File: src/rtl/keypad_credential_entry_pkg.sv
// Shared types and key-code constants for the keypad credential entry block.
// Provides the entry FSM state type and the decimal-append helper.
package keypad_pkg;

   typedef enum logic [1:0] {
      IDLE   = 2'd0,
      ENTRY  = 2'd1,
      SUBMIT = 2'd2
   } entry_state_e;

   localparam logic [3:0] KEY_CLEAR = 4'hC;
   localparam logic [3:0] KEY_ENTER = 4'hE;
   localparam logic [3:0] MAX_VALUE = 4'hF;

   function automatic logic is_digit(input logic [3:0] code);
      return (code <= 4'd9);
   endfunction

   // Worst case 15*10+9 = 159, so 8 bits never wrap before saturation.
   function automatic logic [7:0] append_digit(input logic [3:0] value, input logic [3:0] digit);
      return ({4'd0, value} * 8'd10) + {4'd0, digit};
   endfunction

endpackage

File: src/rtl/keypad_credential_entry_if.sv
// Keypad input and credential output bundle for keypad_credential_entry.
// The master side drives the raw keypad lines; the slave side is the design.
interface keypad_credential_entry_if;
   logic [3:0] ubKeyCode;
   logic       bKeyPressed;
   logic [3:0] ubCredential;
   logic       bCredValid;
   logic [3:0] ubEntryValue;
   logic [3:0] ubDigitCount;
   logic       bOverflow;

   modport master (
      output ubKeyCode, bKeyPressed,
      input  ubCredential, bCredValid, ubEntryValue, ubDigitCount, bOverflow
   );

   modport slave (
      input  ubKeyCode, bKeyPressed,
      output ubCredential, bCredValid, ubEntryValue, ubDigitCount, bOverflow
   );
endinterface

File: src/rtl/keypad_credential_entry_debouncer.sv
// Two-flop synchronizer plus counter debouncer for the raw keypad lines.
// Emits a single-cycle key_event on each debounced press with the code captured then.
module key_debouncer #(
   parameter int unsigned DEBOUNCE_CYCLES = 4
) (
   input  logic       clk,
   input  logic       rst,
   input  logic [3:0] key_code_raw,
   input  logic       key_pressed_raw,
   output logic       key_event,
   output logic [3:0] key_code
);

   localparam int unsigned CNT_W = $clog2(DEBOUNCE_CYCLES + 1);

   logic             press_meta_q, press_sync_q;
   logic [3:0]       code_meta_q, code_sync_q;
   logic             stable_q, stable_d;
   logic [CNT_W-1:0] cnt_q, cnt_d;
   logic             event_q, event_d;
   logic [3:0]       code_q, code_d;

   // Counter tracks consecutive samples disagreeing with the accepted level.
   always_comb begin
      stable_d = stable_q;
      cnt_d    = '0;
      event_d  = 1'b0;
      code_d   = code_q;
      if (press_sync_q != stable_q) begin
         if (cnt_q == CNT_W'(DEBOUNCE_CYCLES - 1)) begin
            stable_d = press_sync_q;
            event_d  = press_sync_q;
            if (press_sync_q) begin
               code_d = code_sync_q;
            end
         end else begin
            cnt_d = cnt_q + CNT_W'(1);
         end
      end
   end

   always_ff @(posedge clk or posedge rst) begin
      if (rst) begin
         press_meta_q <= 1'b0;
         press_sync_q <= 1'b0;
         code_meta_q  <= 4'd0;
         code_sync_q  <= 4'd0;
         stable_q     <= 1'b0;
         cnt_q        <= '0;
         event_q      <= 1'b0;
         code_q       <= 4'd0;
      end else begin
         press_meta_q <= key_pressed_raw;
         press_sync_q <= press_meta_q;
         code_meta_q  <= key_code_raw;
         code_sync_q  <= code_meta_q;
         stable_q     <= stable_d;
         cnt_q        <= cnt_d;
         event_q      <= event_d;
         code_q       <= code_d;
      end
   end

   assign key_event = event_q;
   assign key_code  = code_q;

endmodule

File: src/rtl/keypad_credential_entry.sv
// Keypad credential entry: accumulates decimal digits and submits them on enter.
// Define KEYPAD_TIMEOUT_EN to abandon an idle entry after TIMEOUT_CYCLES cycles.
module keypad_credential_entry
   import keypad_pkg::*;
#(
   parameter int unsigned DEBOUNCE_CYCLES = 4,
   parameter int unsigned TIMEOUT_CYCLES  = 200
) (
   input logic                      clk,
   input logic                      rst,
   keypad_credential_entry_if.slave bus
);

   logic       key_event;
   logic [3:0] key_code;

   key_debouncer #(.DEBOUNCE_CYCLES(DEBOUNCE_CYCLES)) u_debouncer (
      .clk             (clk),
      .rst             (rst),
      .key_code_raw    (bus.ubKeyCode),
      .key_pressed_raw (bus.bKeyPressed),
      .key_event       (key_event),
      .key_code        (key_code)
   );

   entry_state_e state_q, state_d;
   logic [3:0]   value_q, value_d;
   logic [3:0]   count_q, count_d;
   logic         overflow_q, overflow_d;
   logic [3:0]   cred_q, cred_d;
   logic         valid_q, valid_d;
   logic [7:0]   product;
   logic         timeout_hit;

`ifdef KEYPAD_TIMEOUT_EN
   localparam int unsigned TO_W = $clog2(TIMEOUT_CYCLES + 1);

   logic [TO_W-1:0] timeout_cnt_q, timeout_cnt_d;

   // Any key event, even an ignored code, counts as activity.
   assign timeout_hit = (state_q == ENTRY) && !key_event &&
                        (timeout_cnt_q == TO_W'(TIMEOUT_CYCLES - 1));

   always_comb begin
      timeout_cnt_d = '0;
      if (state_q == ENTRY && !key_event && !timeout_hit) begin
         timeout_cnt_d = timeout_cnt_q + TO_W'(1);
      end
   end

   always_ff @(posedge clk or posedge rst) begin
      if (rst) begin
         timeout_cnt_q <= '0;
      end else begin
         timeout_cnt_q <= timeout_cnt_d;
      end
   end
`else
   // TIMEOUT_CYCLES only matters in the timeout build.
   logic timeout_unused;
   assign timeout_unused = (TIMEOUT_CYCLES != 0);
   assign timeout_hit    = 1'b0;
`endif

   assign product = append_digit(value_q, key_code);

   always_comb begin
      state_d    = state_q;
      value_d    = value_q;
      count_d    = count_q;
      overflow_d = overflow_q;
      cred_d     = cred_q;
      valid_d    = 1'b0;
      unique case (state_q)
         IDLE: begin
            if (key_event && is_digit(key_code)) begin
               state_d    = ENTRY;
               value_d    = key_code;
               count_d    = 4'd1;
               overflow_d = 1'b0;
            end
         end
         ENTRY: begin
            if (timeout_hit) begin
               state_d    = IDLE;
               value_d    = 4'd0;
               count_d    = 4'd0;
               overflow_d = 1'b0;
            end else if (key_event) begin
               if (is_digit(key_code)) begin
                  if (product > 8'd15) begin
                     value_d    = MAX_VALUE;
                     overflow_d = 1'b1;
                  end else begin
                     value_d = product[3:0];
                  end
                  if (count_q != 4'hF) begin
                     count_d = count_q + 4'd1;
                  end
               end else if (key_code == KEY_CLEAR) begin
                  state_d    = IDLE;
                  value_d    = 4'd0;
                  count_d    = 4'd0;
                  overflow_d = 1'b0;
               end else if (key_code == KEY_ENTER) begin
                  state_d = SUBMIT;
                  cred_d  = value_q;
                  valid_d = 1'b1;
               end
            end
         end
         SUBMIT: begin
            // Events landing here are dropped; the entry is wiped on exit.
            state_d    = IDLE;
            value_d    = 4'd0;
            count_d    = 4'd0;
            overflow_d = 1'b0;
         end
         default: begin
            state_d = IDLE;
         end
      endcase
   end

   always_ff @(posedge clk or posedge rst) begin
      if (rst) begin
         state_q    <= IDLE;
         value_q    <= 4'd0;
         count_q    <= 4'd0;
         overflow_q <= 1'b0;
         cred_q     <= 4'd0;
         valid_q    <= 1'b0;
      end else begin
         state_q    <= state_d;
         value_q    <= value_d;
         count_q    <= count_d;
         overflow_q <= overflow_d;
         cred_q     <= cred_d;
         valid_q    <= valid_d;
      end
   end

   assign bus.ubCredential = cred_q;
   assign bus.bCredValid   = valid_q;
   assign bus.ubEntryValue = value_q;
   assign bus.ubDigitCount = count_q;
   assign bus.bOverflow    = overflow_q;

endmodule

File: src/flat_wrapper.sv
// flat-port wrapper written by rule: the top's interface ports become plain ports
module keypad_credential_entry_flat import keypad_pkg::*;
#(
   parameter int unsigned DEBOUNCE_CYCLES = 4,
   parameter int unsigned TIMEOUT_CYCLES  = 200
)
  (clk, rst, bus_ubKeyCode, bus_bKeyPressed, bus_ubCredential, bus_bCredValid, bus_ubEntryValue, bus_ubDigitCount, bus_bOverflow);
  keypad_credential_entry_if bus_i ();
  input logic clk;
  input logic rst;
  input wire logic [$bits(bus_i.ubKeyCode)-1:0] bus_ubKeyCode;
  input wire logic [$bits(bus_i.bKeyPressed)-1:0] bus_bKeyPressed;
  output wire logic [$bits(bus_i.ubCredential)-1:0] bus_ubCredential;
  output wire logic [$bits(bus_i.bCredValid)-1:0] bus_bCredValid;
  output wire logic [$bits(bus_i.ubEntryValue)-1:0] bus_ubEntryValue;
  output wire logic [$bits(bus_i.ubDigitCount)-1:0] bus_ubDigitCount;
  output wire logic [$bits(bus_i.bOverflow)-1:0] bus_bOverflow;
  assign bus_i.ubKeyCode = bus_ubKeyCode;
  assign bus_i.bKeyPressed = bus_bKeyPressed;
  assign bus_ubCredential = bus_i.ubCredential;
  assign bus_bCredValid = bus_i.bCredValid;
  assign bus_ubEntryValue = bus_i.ubEntryValue;
  assign bus_ubDigitCount = bus_i.ubDigitCount;
  assign bus_bOverflow = bus_i.bOverflow;
  keypad_credential_entry #(.DEBOUNCE_CYCLES(DEBOUNCE_CYCLES), .TIMEOUT_CYCLES(TIMEOUT_CYCLES)) u_core (.clk(clk), .rst(rst), .bus(bus_i));
endmodule
File: config.mk
export PLATFORM = sky130hd
export DESIGN_NAME = keypad_credential_entry_flat
export DESIGN_NICKNAME = d
export VERILOG_FILES = /design/src/rtl/keypad_credential_entry_pkg.sv /design/src/rtl/keypad_credential_entry_if.sv /design/src/rtl/keypad_credential_entry_debouncer.sv /design/src/rtl/keypad_credential_entry.sv /design/src/flat_wrapper.sv
export SDC_FILE = /design/constraint.sdc
export NUM_CORES = 1
export LEC_CHECK = 0
export BUFFER_PORTS_ARGS = -buffer_cell sky130_fd_sc_hd__clkbuf_2
export CAP_MARGIN = 25
export CORE_MARGIN = 4
export CORE_UTILIZATION = 60
export CTS_CLUSTER_DIAMETER = 100
export CTS_CLUSTER_SIZE = 14
export DETAILED_ROUTE_END_ITERATION = 16
export PLACE_DENSITY = 0.82
export SKIP_CTS_REPAIR_TIMING = 1
export SLEW_MARGIN = 25
export SYNTH_ARGS = -nofsm -noshare
export SYNTH_HDL_FRONTEND = slang
export SYNTH_HIERARCHICAL = 1
export SYNTH_SLANG_ARGS = --single-unit
File: constraint.sdc
create_clock -name clk -period 8.8 [get_ports clk]
set_clock_uncertainty 0.15 [all_clocks]
set_input_delay 0 -clock clk [delete_from_list [all_inputs] [get_ports clk]]
set_output_delay 0 -clock clk [all_outputs]
set_load 0.02 [all_outputs]
==> results of run 1 <==
## placed cells by master (no fill, tap or decap), types with 2 or more instances in the layout
master,instances
nor2_1,9
o21ai_0,6
nand4_1,2
clkbuf_4,5
inv_1,12
nor3b_1,3
nand2_1,7
dlygate4sd3_1,6
o31ai_1,2
a21oi_1,10
dfrtp_1,35
nor3_1,2
and2_1,2
o41ai_1,2
nor2b_1,2
a211oi_2,2
mux2_2,4
o211ai_1,3
nand3_1,3
fa_1,2
ha_1,14
clkbuf_2,20
xor2_1,3
mux2_4,4
## worst max-delay path, cell delays in order (launching register included)
cell and delay, ns:
dfrtp_1 0.49, ha_1 0.33, ha_1 0.22, inv_1 0.07, fa_1 0.43, nand2b_2 0.23, o211ai_1 0.26, nand4_4 0.16
o41ai_1 0.40, a22oi_1 0.15
## worst max path at each step
stage | startpoint | to | slack [ns] | cells past startpoint
floorplan | u_core/bus.ubEntryValue[3] | u_core/bus.ubEntryValue[3] | 5.89 | 9
global placement | u_core/bus.ubEntryValue[3] | u_core/bus.ubEntryValue[2] | 5.88 | 9
CTS | u_core/bus.ubEntryValue[3] | u_core/bus.ubEntryValue[2] | 5.77 | 9
detailed placement | u_core/bus.ubEntryValue[3] | u_core/bus.ubEntryValue[2] | 5.77 | 9
finish | u_core/bus.ubEntryValue[3] | u_core/bus.ubEntryValue[2] | 5.77 | 9
global route | u_core/bus.ubEntryValue[3] | u_core/bus.ubEntryValue[2] | 5.52 | 9
## per-stage QoR
stage,setup slack (ns),std cells
final,5.77,218
after global placement,5.88,204
after floorplan,5.89,153
after global routing,5.52,218
after CTS,5.77,212
after detailed placement,5.77,204
## layer usage
metal | up-vias | track usage (%) | wire length [µm]
met1 | 651 | 23.4 | 1520
met3 | 6 | 4.50 | 166
met5 | - | 0 | 0
met4 | 0 | 8.82 | 57
met2 | 40 | 32.5 | 1760
li1 | 624 | - | -
## cell type report
type / count / area, µm² / area share (%)
Sequential cell: 35 / 876 / 42.3
Inverter: 12 / 45.0 / 2.18
Tap cell: 31 / 38.8 / 1.88
Clock buffer: 6 / 41.3 / 2.00
Clock inverter: 2 / 12.5 / 0.605
Timing Repair Buffer: 27 / 168 / 8.11
Multi-Input combinational cell: 105 / 887 / 42.9
## power by group
group          switching (mW)  internal [mW]
registers              0.0435          0.193
clock network          0.0530         0.0308
logic                   0.213          0.156
total                   0.310          0.380
## sequential cells by signal, indices dropped and copies added (netlist names)
signal	count
u_core/u_debouncer/press_sync_q	1
u_core/state_q	2
u_core/bus.bOverflow	1
u_core/u_debouncer/code_sync_q	4
u_core/u_debouncer/code_meta_q	4
u_core/u_debouncer/key_code	4
u_core/bus.bCredValid	1
u_core/bus.ubDigitCount	4
u_core/u_debouncer/cnt_q	3
u_core/bus.ubEntryValue	4
u_core/bus.ubCredential	4
u_core/u_debouncer/press_meta_q	1
u_core/u_debouncer/key_event	1
u_core/u_debouncer/stable_q	1
## logic make-up after synthesis
logic type | count (synthesis) | share of synthesized area [%]
multiplexers | 8 | 5.80
adder cells (fa/ha/maj) | 16 | 11.9
XOR/XNOR | 4 | 1.93
AND/OR/NAND/NOR | 39 | 14.0
flip-flops | 35 | 48.3
AO/OA/AOI/OAI | 38 | 15.3
buffers and inverters | 13 | 2.76
==> metrics.cfg, run 1 <==
[outcome]
status=finished clean

[clock_network]
htreeDepth=2
cts_tree=built
cts.sinks=35
cts.clk_slew.worst_paths_ns=0.11
cts_buffers=5
cts_buffer_depth=2
cts_root_buffer=clkbuf_4
insertion_delay_ns=0.33

[cells_and_area]
diodes=0
fin_util_pct=73.1
area_growth_pct=14.1
fin_area_um2=2070
finalNetCount=209
fill_cells=196
layout-drive-gt1-share_pct=24.1

[logic_synthesis]
yosysMostFrequentCell=dfrtp_1
synth.distinct_cells=45
netlist_area_um2=1810
postSynthNetCount=176
ys_seq_area_share_pct=48.3
netlist.top_cell.by_area=dfrtp_1
synth_enable_flop_cells=0
synthTopCellsByCount=dfrtp_1 (35), ha_1 (14), inv_1 (12)
syn-instance-count=153
ys.flop_type=dfrtp_1
async_flop_share_pct=100
ys_seq_elements=35
synth_area_per_cell_um2=11.8
ys_top_cells_by_area=dfrtp_1 (48%), ha_1 (9.7%), mux2_4 (3.3%)
synth_top_area_share_pct=48.3
ys_warn_count=6

[sta]
fmax_mhz=330
timing.final.crit_share_pct=34.5
min_period_ns=3.03
finalMaxSlewViolations=0
tightest_slew_ns=0.654
hold_viol=0
hold_ws_ns=0.124
setup_viol=0
tns_ns=0
relSlewSlack_pct=56.4
rsz0062_at_grt=false

[drt]
avgViaCountPerCell=6.06
drtAntennaViolNets=0
drtIter0Drc=77
wl_per_cell_um=16.1
routed_wl_um=3510
drc=0
via_count=1321
first_pass_iters=4

[global_route]
grt_max_degree=20
antenna_found_initial=0
grt_pass1_vias=1284
overflow=0
grt_util_all_layers_pct=19.4
grt_pass1_wl_um=5970

[floorplan]
die_w_um=63.0
fp.coreArea_um2=2830
io_pins=21
row_count=19
start_util_pct=64.1
die-area_um2=3970
die_h_um=63.0

[placed_design]
gp_congestion=0.887
placed_area_um2=1950
portBuffers=20
dpl.hpwl_um=2630

[critical_path]
r2r-start=u_core/bus.ubEntryValue[3]
rr_worst_depth=9
end_kind=flop
cp-start-kind=flop
worstPathMaxFanout=9
r2r-end=u_core/bus.ubEntryValue[2]
crit_type=reg2reg
cp_data_required_time_ns=8.84
reg2reg_slack_ns=5.77
arrival_ns=3.07

[hold_path]
min_path_type=in2async

[power]
finalPower_uw=689
p_leak_nw=0.980
worst_ir_drop_vdd_mv=0.212
p_per_area_nw_per_um2=333

[flow_run]
cap_violations=0

No activity file was read; power rests on OpenSTA's default activity.
==> run 2, diff against run 1 <==
CORE_UTILIZATION = 52   (was 60)
PLACE_DENSITY = 0.75   (was 0.82)
clock period = 2.6 ns   (was 8.8 ns; I/O delays follow)
==> run 2 against run 1 <==
Maximum frequency is 13% higher. Wire length is 1.2% higher. Total power grew to 3.9 times the previous value. Critical path depth unchanged. The flow now finishes with violations (setup timing). Die area grew 13%. Via count shrank 0.98%. Sequential power increased to 3.2 times the previous value.
==> metrics.cfg, run 2 (synthesized netlist as in run 1, its figures left out) <==
[outcome]
status=finished with violations
violations=setup timing

[cells_and_area]
fin_util_pct=66.0  ; -7.1 points
diodes=0  ; unchanged
final_cells=240  ; +10%
mostFrequentLayoutCells=dfrtp_1 (33), clkbuf_2 (20), inv_1 (11), ha_1 (11)
layout-drive-gt1-share_pct=33.0  ; +8.9 points
area_growth_pct=22.4
layout_commonest_cell=dfrtp_1
finalNetCount=216  ; +3.3%

[floorplan]
die-area_um2=4500  ; +13%
die_h_um=67.0  ; +6.5%
die_w_um=67.0  ; +6.5%
row_count=21  ; +2
io_pins=21  ; unchanged
start_util_pct=53.9  ; -10 points
fp.coreArea_um2=3360  ; +19%

[flow_run]
cap_violations=0  ; unchanged

[power]
p_leak_nw=1.03  ; +4.9%
p_per_area_nw_per_um2=1200  ; +260%
worst_ir_drop_vdd_mv=0.560  ; +160%
finalPower_mw=2.67  ; +290%

[sta]
fmax_mhz=372  ; +13%
timing.final.crit_share_pct=103  ; +69 points
tightest_slew_ns=0.664  ; +0.00954 ns
min_period_ns=2.69  ; -0.343 ns
setup_viol=5  ; +5
hold_ws_ns=0.118  ; -0.00581 ns
finalWorstSetupSlack_ns=-0.0900  ; -5.86 ns
tns_ns=-0.231  ; -0.231 ns
hold_viol=0  ; unchanged
finalMaxSlewViolations=0  ; unchanged
rsz0062_at_grt=true
relSlewSlack_pct=55.7  ; -0.64 points

[global_route]
overflow=0  ; unchanged
grt_pass1_vias=1311  ; +2.1%
grt_pass1_wl_um=5790  ; -3.0%
grt_util_all_layers_pct=17.5  ; -1.8 points
grt_max_degree=20  ; unchanged
antenna_found_initial=0  ; unchanged

[critical_path]
crit_chain=ha_4 -> ha_4 -> inv_2 -> fa_2 -> a21boi_1 -> o2bb2ai_1 -> nand4_4 -> o41a_1 -> o22a_1
worstPathMaxFanout=5  ; -4
crit_slowest_cell=fa_2
cp-start-kind=flop
max_stage_delay_ns=0.54  ; +0.05 ns
crit_path_frequent_cell=ha_4
cp_data_required_time_ns=2.69  ; -6.15 ns
crit_type=reg2reg
end_kind=flop
arrival_ns=2.78  ; -0.29 ns

[drt]
drtAntennaViolNets=0  ; unchanged
drc=0  ; unchanged
routed_wl_um=3550  ; +1.2%
wl_per_cell_um=14.8  ; -8.1%
first_pass_iters=4  ; unchanged
avgViaCountPerCell=5.45  ; -10%
via_count=1308  ; -0.98%
drtIter0Drc=54  ; -30%

[clock_network]
cts_root_buffer=clkbuf_4
insertion_delay_ns=0.34  ; about the same
cts_buffers=5  ; unchanged
htreeDepth=2  ; unchanged
cts_tree=built
cts_buffer_depth=2  ; unchanged
cts.sinks=35  ; unchanged
cts.clk_slew.worst_paths_ns=0.11  ; about the same

[placed_design]
gp_congestion=0.846  ; -4.5%
dpl.hpwl_um=2660  ; +1.1%
dp_cells=226  ; +11%
portBuffers=20  ; unchanged

[hold_path]
min_path_type=in2async

-- run 2: changes by cell type in the layout (fill, tap and decap cells not counted), sizes merged --
cell      before  now
clkinvlp       1    2
inv           12   13
buf            1    8
clkbuf        26   25
clkinv         1    0
-- run 2: report_power, final --
part           switching [mW]  leakage [nW]  internal [mW]
Combinational           0.886         0.560          0.726
Clock                   0.196        0.0278          0.108
Sequential             0.0983         0.440          0.657
-- run 2: routing by layer --
| metal | vias up | track usage, % | routed length [µm] |
|---|---|---|---|
| met5 | - | 0 | 0 |
| met4 | 0 | 6.08 | 49 |
| met3 | 6 | 5.23 | 164 |
| met2 | 25 | 29.6 | 1840 |
| met1 | 640 | 21.0 | 1490 |
| li1 | 637 | - | - |
-- run 2: area by class of cell --
cell class                      count  area (µm²)
Fill cell                         272        1140
Sequential cell                    35         878
Multi-Input combinational cell    105         956
Tap cell                           46        57.6
Inverter                           12        45.0
Clock inverter                      3        23.8
Timing Repair Buffer               34         220
Clock buffer                        5        37.5
-- run 2: worst max-delay path, delay by kind of cell (launching register included) --
| family | cells | cell delay [ns] |
|---|---|---|
| DFF | 1 | 0.45 |
| AOI/OAI and AO/OA | 4 | 0.85 |
| and+or+nand+nor | 1 | 0.16 |
| buffers and inverters | 1 | 0.03 |
| adders and majority gates | 3 | 0.95 |
-- run 2: per-stage QoR --
stage	worst slack (ns)	instance area, µm²
2_1_floorplan	-0.0574	1850
3_3_place_gp	-0.0136	2060
5_1_grt	-0.169	2220
3_5_place_dp	-0.0947	2060
4_1_cts	-0.0931	2120
6_report	-0.0900	2220
-- run 2: path summary, 6_finish.rpt --
kind	from	to	slack, ns	cells past startpoint
setup / recovery	u_core/bus.ubEntryValue[3]	u_core/bus.ubEntryValue[3]	-0.09	9
hold / removal	rst	u_core/bus.ubCredential[1]	0.12	3
setup reg to reg	u_core/bus.ubEntryValue[3]	u_core/bus.ubEntryValue[3]	-0.09	9
hold reg to reg	u_core/u_debouncer/code_meta_q[0]	u_core/u_debouncer/code_sync_q[0]	0.22	0
max in group asynchronous	rst	u_core/bus.ubEntryValue[1]	1.74	3
min in group clk	bus_ubKeyCode[3]	u_core/u_debouncer/code_meta_q[3]	0.15	2
==> run 3, diff against run 2 <==
clock period = 2.34 ns   (was 2.6 ns; I/O delays follow)
==> run 3 against run 2 <==
The run still ends with setup timing left. Global-route usage is 0.84 points higher. Largest power group unchanged. Wire length rose by 2.6%. Hold slack improved by 0.010 ns. Core utilization up 1.2 points. Final area grew 1.9%. Sequential share of layout area decreased by 0.72 points. Count of clock-buffer cells in the layout is 1 higher. Largest cell class unchanged. Clock power increased by 50%. Die area stayed put.
==> metrics.cfg, run 3 (synthesized netlist as in run 1, its figures left out) <==
[outcome]
status=finished with violations
violations=setup timing

[drt]
drtAntennaViolNets=0  ; unchanged
wl_per_cell_um=14.8  ; about the same
drtIter0Drc=83  ; +54%
avgViaCountPerCell=5.54  ; +1.7%
routed_wl_um=3640  ; +2.6%
first_pass_iters=4  ; unchanged
via_count=1363  ; +4.2%
drc=0  ; unchanged

[critical_path]
worstPathMaxFanout=5  ; unchanged
max_stage_delay_ns=0.52  ; -0.02 ns
crit_family=adder cells
r2r-end=u_core/bus.ubEntryValue[0]
rr_worst_depth=9  ; unchanged
arrival_ns=2.78  ; about the same
crit_slowest_cell=or4b_4
crit_path_frequent_cell=ha_4
cp_num_buf_inv=1  ; unchanged
reg2reg_slack_ns=-0.34  ; -0.25 ns
cp-start-kind=flop
crit_type=reg2reg
crit_chain=ha_4 -> ha_4 -> inv_2 -> fa_2 -> or4b_4 -> a2bb2oi_2 -> nand4_4 -> nor3_1 -> o211ai_1
end_kind=flop
r2r-start=u_core/bus.ubEntryValue[3]
cp_data_required_time_ns=2.44  ; -0.25 ns

[clock_network]
cts.clk_slew.worst_paths_ns=0.11  ; about the same
htreeDepth=2  ; unchanged
cts_buffer_depth=2  ; unchanged
cts_root_buffer=clkbuf_4
insertion_delay_ns=0.34  ; about the same
cts_tree=built
cts.sinks=35  ; unchanged
cts_buffers=5  ; unchanged

[sta]
rsz0062_at_grt=true
tns_ns=-1.54  ; -1.31 ns
min_period_ns=2.68  ; -0.0121 ns
hold_viol=0  ; unchanged
fmax_mhz=373  ; +0.45%
finalMaxSlewViolations=0  ; unchanged
relSlewSlack_pct=55.2  ; -0.53 points
hold_ws_ns=0.129  ; +0.0103 ns
finalWorstSetupSlack_ns=-0.338  ; -0.248 ns
tightest_slew_ns=0.671  ; +0.00795 ns
setup_viol=5  ; unchanged
timing.final.crit_share_pct=114  ; +11 points

[global_route]
grt_pass1_wl_um=6040  ; +4.4%
antenna_found_initial=0  ; unchanged
grt_pass1_vias=1303  ; -0.61%
overflow=0  ; unchanged
grt_util_all_layers_pct=18.4  ; +0.84 points
grt_max_degree=20  ; unchanged

[floorplan]
start_util_pct=53.9  ; unchanged
die-area_um2=4500  ; unchanged
die_h_um=67.0  ; unchanged
io_pins=21  ; unchanged
row_count=21  ; unchanged
die_w_um=67.0  ; unchanged
fp.coreArea_um2=3360  ; unchanged

[cells_and_area]
diodes=0  ; unchanged
layout-drive-gt1-share_pct=33.5  ; +0.51 points
layout_commonest_cell=dfrtp_1
finalNetCount=222  ; +2.8%
fill_cells=260  ; -4.4%
fin_area_um2=2260  ; +1.9%
mostFrequentLayoutCells=dfrtp_1 (33), clkbuf_2 (20), buf_4 (14), ha_1 (12), inv_1 (11)
area_growth_pct=24.6

[hold_path]
min_path_type=in2async

[flow_run]
cap_violations=0  ; unchanged

[power]
worst_ir_drop_vdd_mv=0.514  ; -8.3%
p_per_area_nw_per_um2=1380  ; +15%
p_leak_nw=1.07  ; +4.0%
finalPower_mw=3.12  ; +17%

[placed_design]
gp_congestion=0.862  ; +1.8%
portBuffers=20  ; unchanged
dpl.hpwl_um=2690  ; +1.3%
placed_area_um2=2110  ; +2.2%

-- run 3: cell count changes in the layout (fill, tap and decap cells not counted) --
cell,before,now
clkinvlp_4,2,0
buf_4,8,14
clkinv_2,0,1
xnor2_1,0,1
clkbuf_8,0,1
o41ai_2,1,0
xnor2_2,1,0
a2bb2oi_2,0,1
inv_6,1,0
o41ai_1,1,2
a2bb2oi_4,1,0
ha_1,11,12
ha_2,1,0
bufinv_16,0,1
-- run 3: metal layers --
layer / share of wire [%] / track usage (%) / up-vias
met4: 1.3 / 6.08 / 0
met1: 41 / 22.6 / 669
met5: 0 / 0 / -
li1: - / - / 650
met2: 53 / 30.4 / 37
met3: 4.8 / 5.56 / 7
-- run 3: worst max path at each step --
stage | from | end | slack, ns | cells after the start
after CTS | u_core/bus.ubEntryValue[3] | u_core/bus.ubEntryValue[3] | -0.35 | 9
after detailed placement | u_core/bus.ubEntryValue[3] | u_core/bus.ubEntryValue[3] | -0.34 | 9
final | u_core/bus.ubEntryValue[3] | u_core/bus.ubEntryValue[0] | -0.34 | 9
after global placement | u_core/bus.ubEntryValue[3] | u_core/bus.ubEntryValue[0] | -0.28 | 9
after floorplan | u_core/bus.ubEntryValue[3] | u_core/bus.ubEntryValue[3] | -0.32 | 9
after global routing | u_core/bus.ubEntryValue[3] | u_core/bus.ubEntryValue[0] | -0.41 | 9
-- run 3: report_power, final --
part | switching (mW) | internal, mW
Clock | 0.202 | 0.252
Combinational | 0.978 | 0.852
Sequential | 0.103 | 0.731
-- run 3: through the flow --
step	cells	utilization, %	setup slack, ns
after floorplan	153	-	-0.317
after global placement	232	62.6	-0.277
after detailed placement	232	62.6	-0.337
after CTS	240	65.2	-0.353
after global routing	246	67.2	-0.407
final	246	67.2	-0.338
-- run 3: layout make-up --
cell class	instances	area, µm²	area share, %
Multi-Input combinational cell	105	927	41.0
Sequential cell	35	878	38.9
Timing Repair Buffer	40	265	11.7
Tap cell	46	57.6	2.55
Clock buffer	6	51.3	2.27
Inverter	12	45.0	1.99
Clock inverter	2	35.0	1.55
-- run 3: worst min-delay path, stage by stage --
cell and delay [ns]:
dlygate4sd3_1 0.53, clkbuf_2 0.11, inv_1 0.49
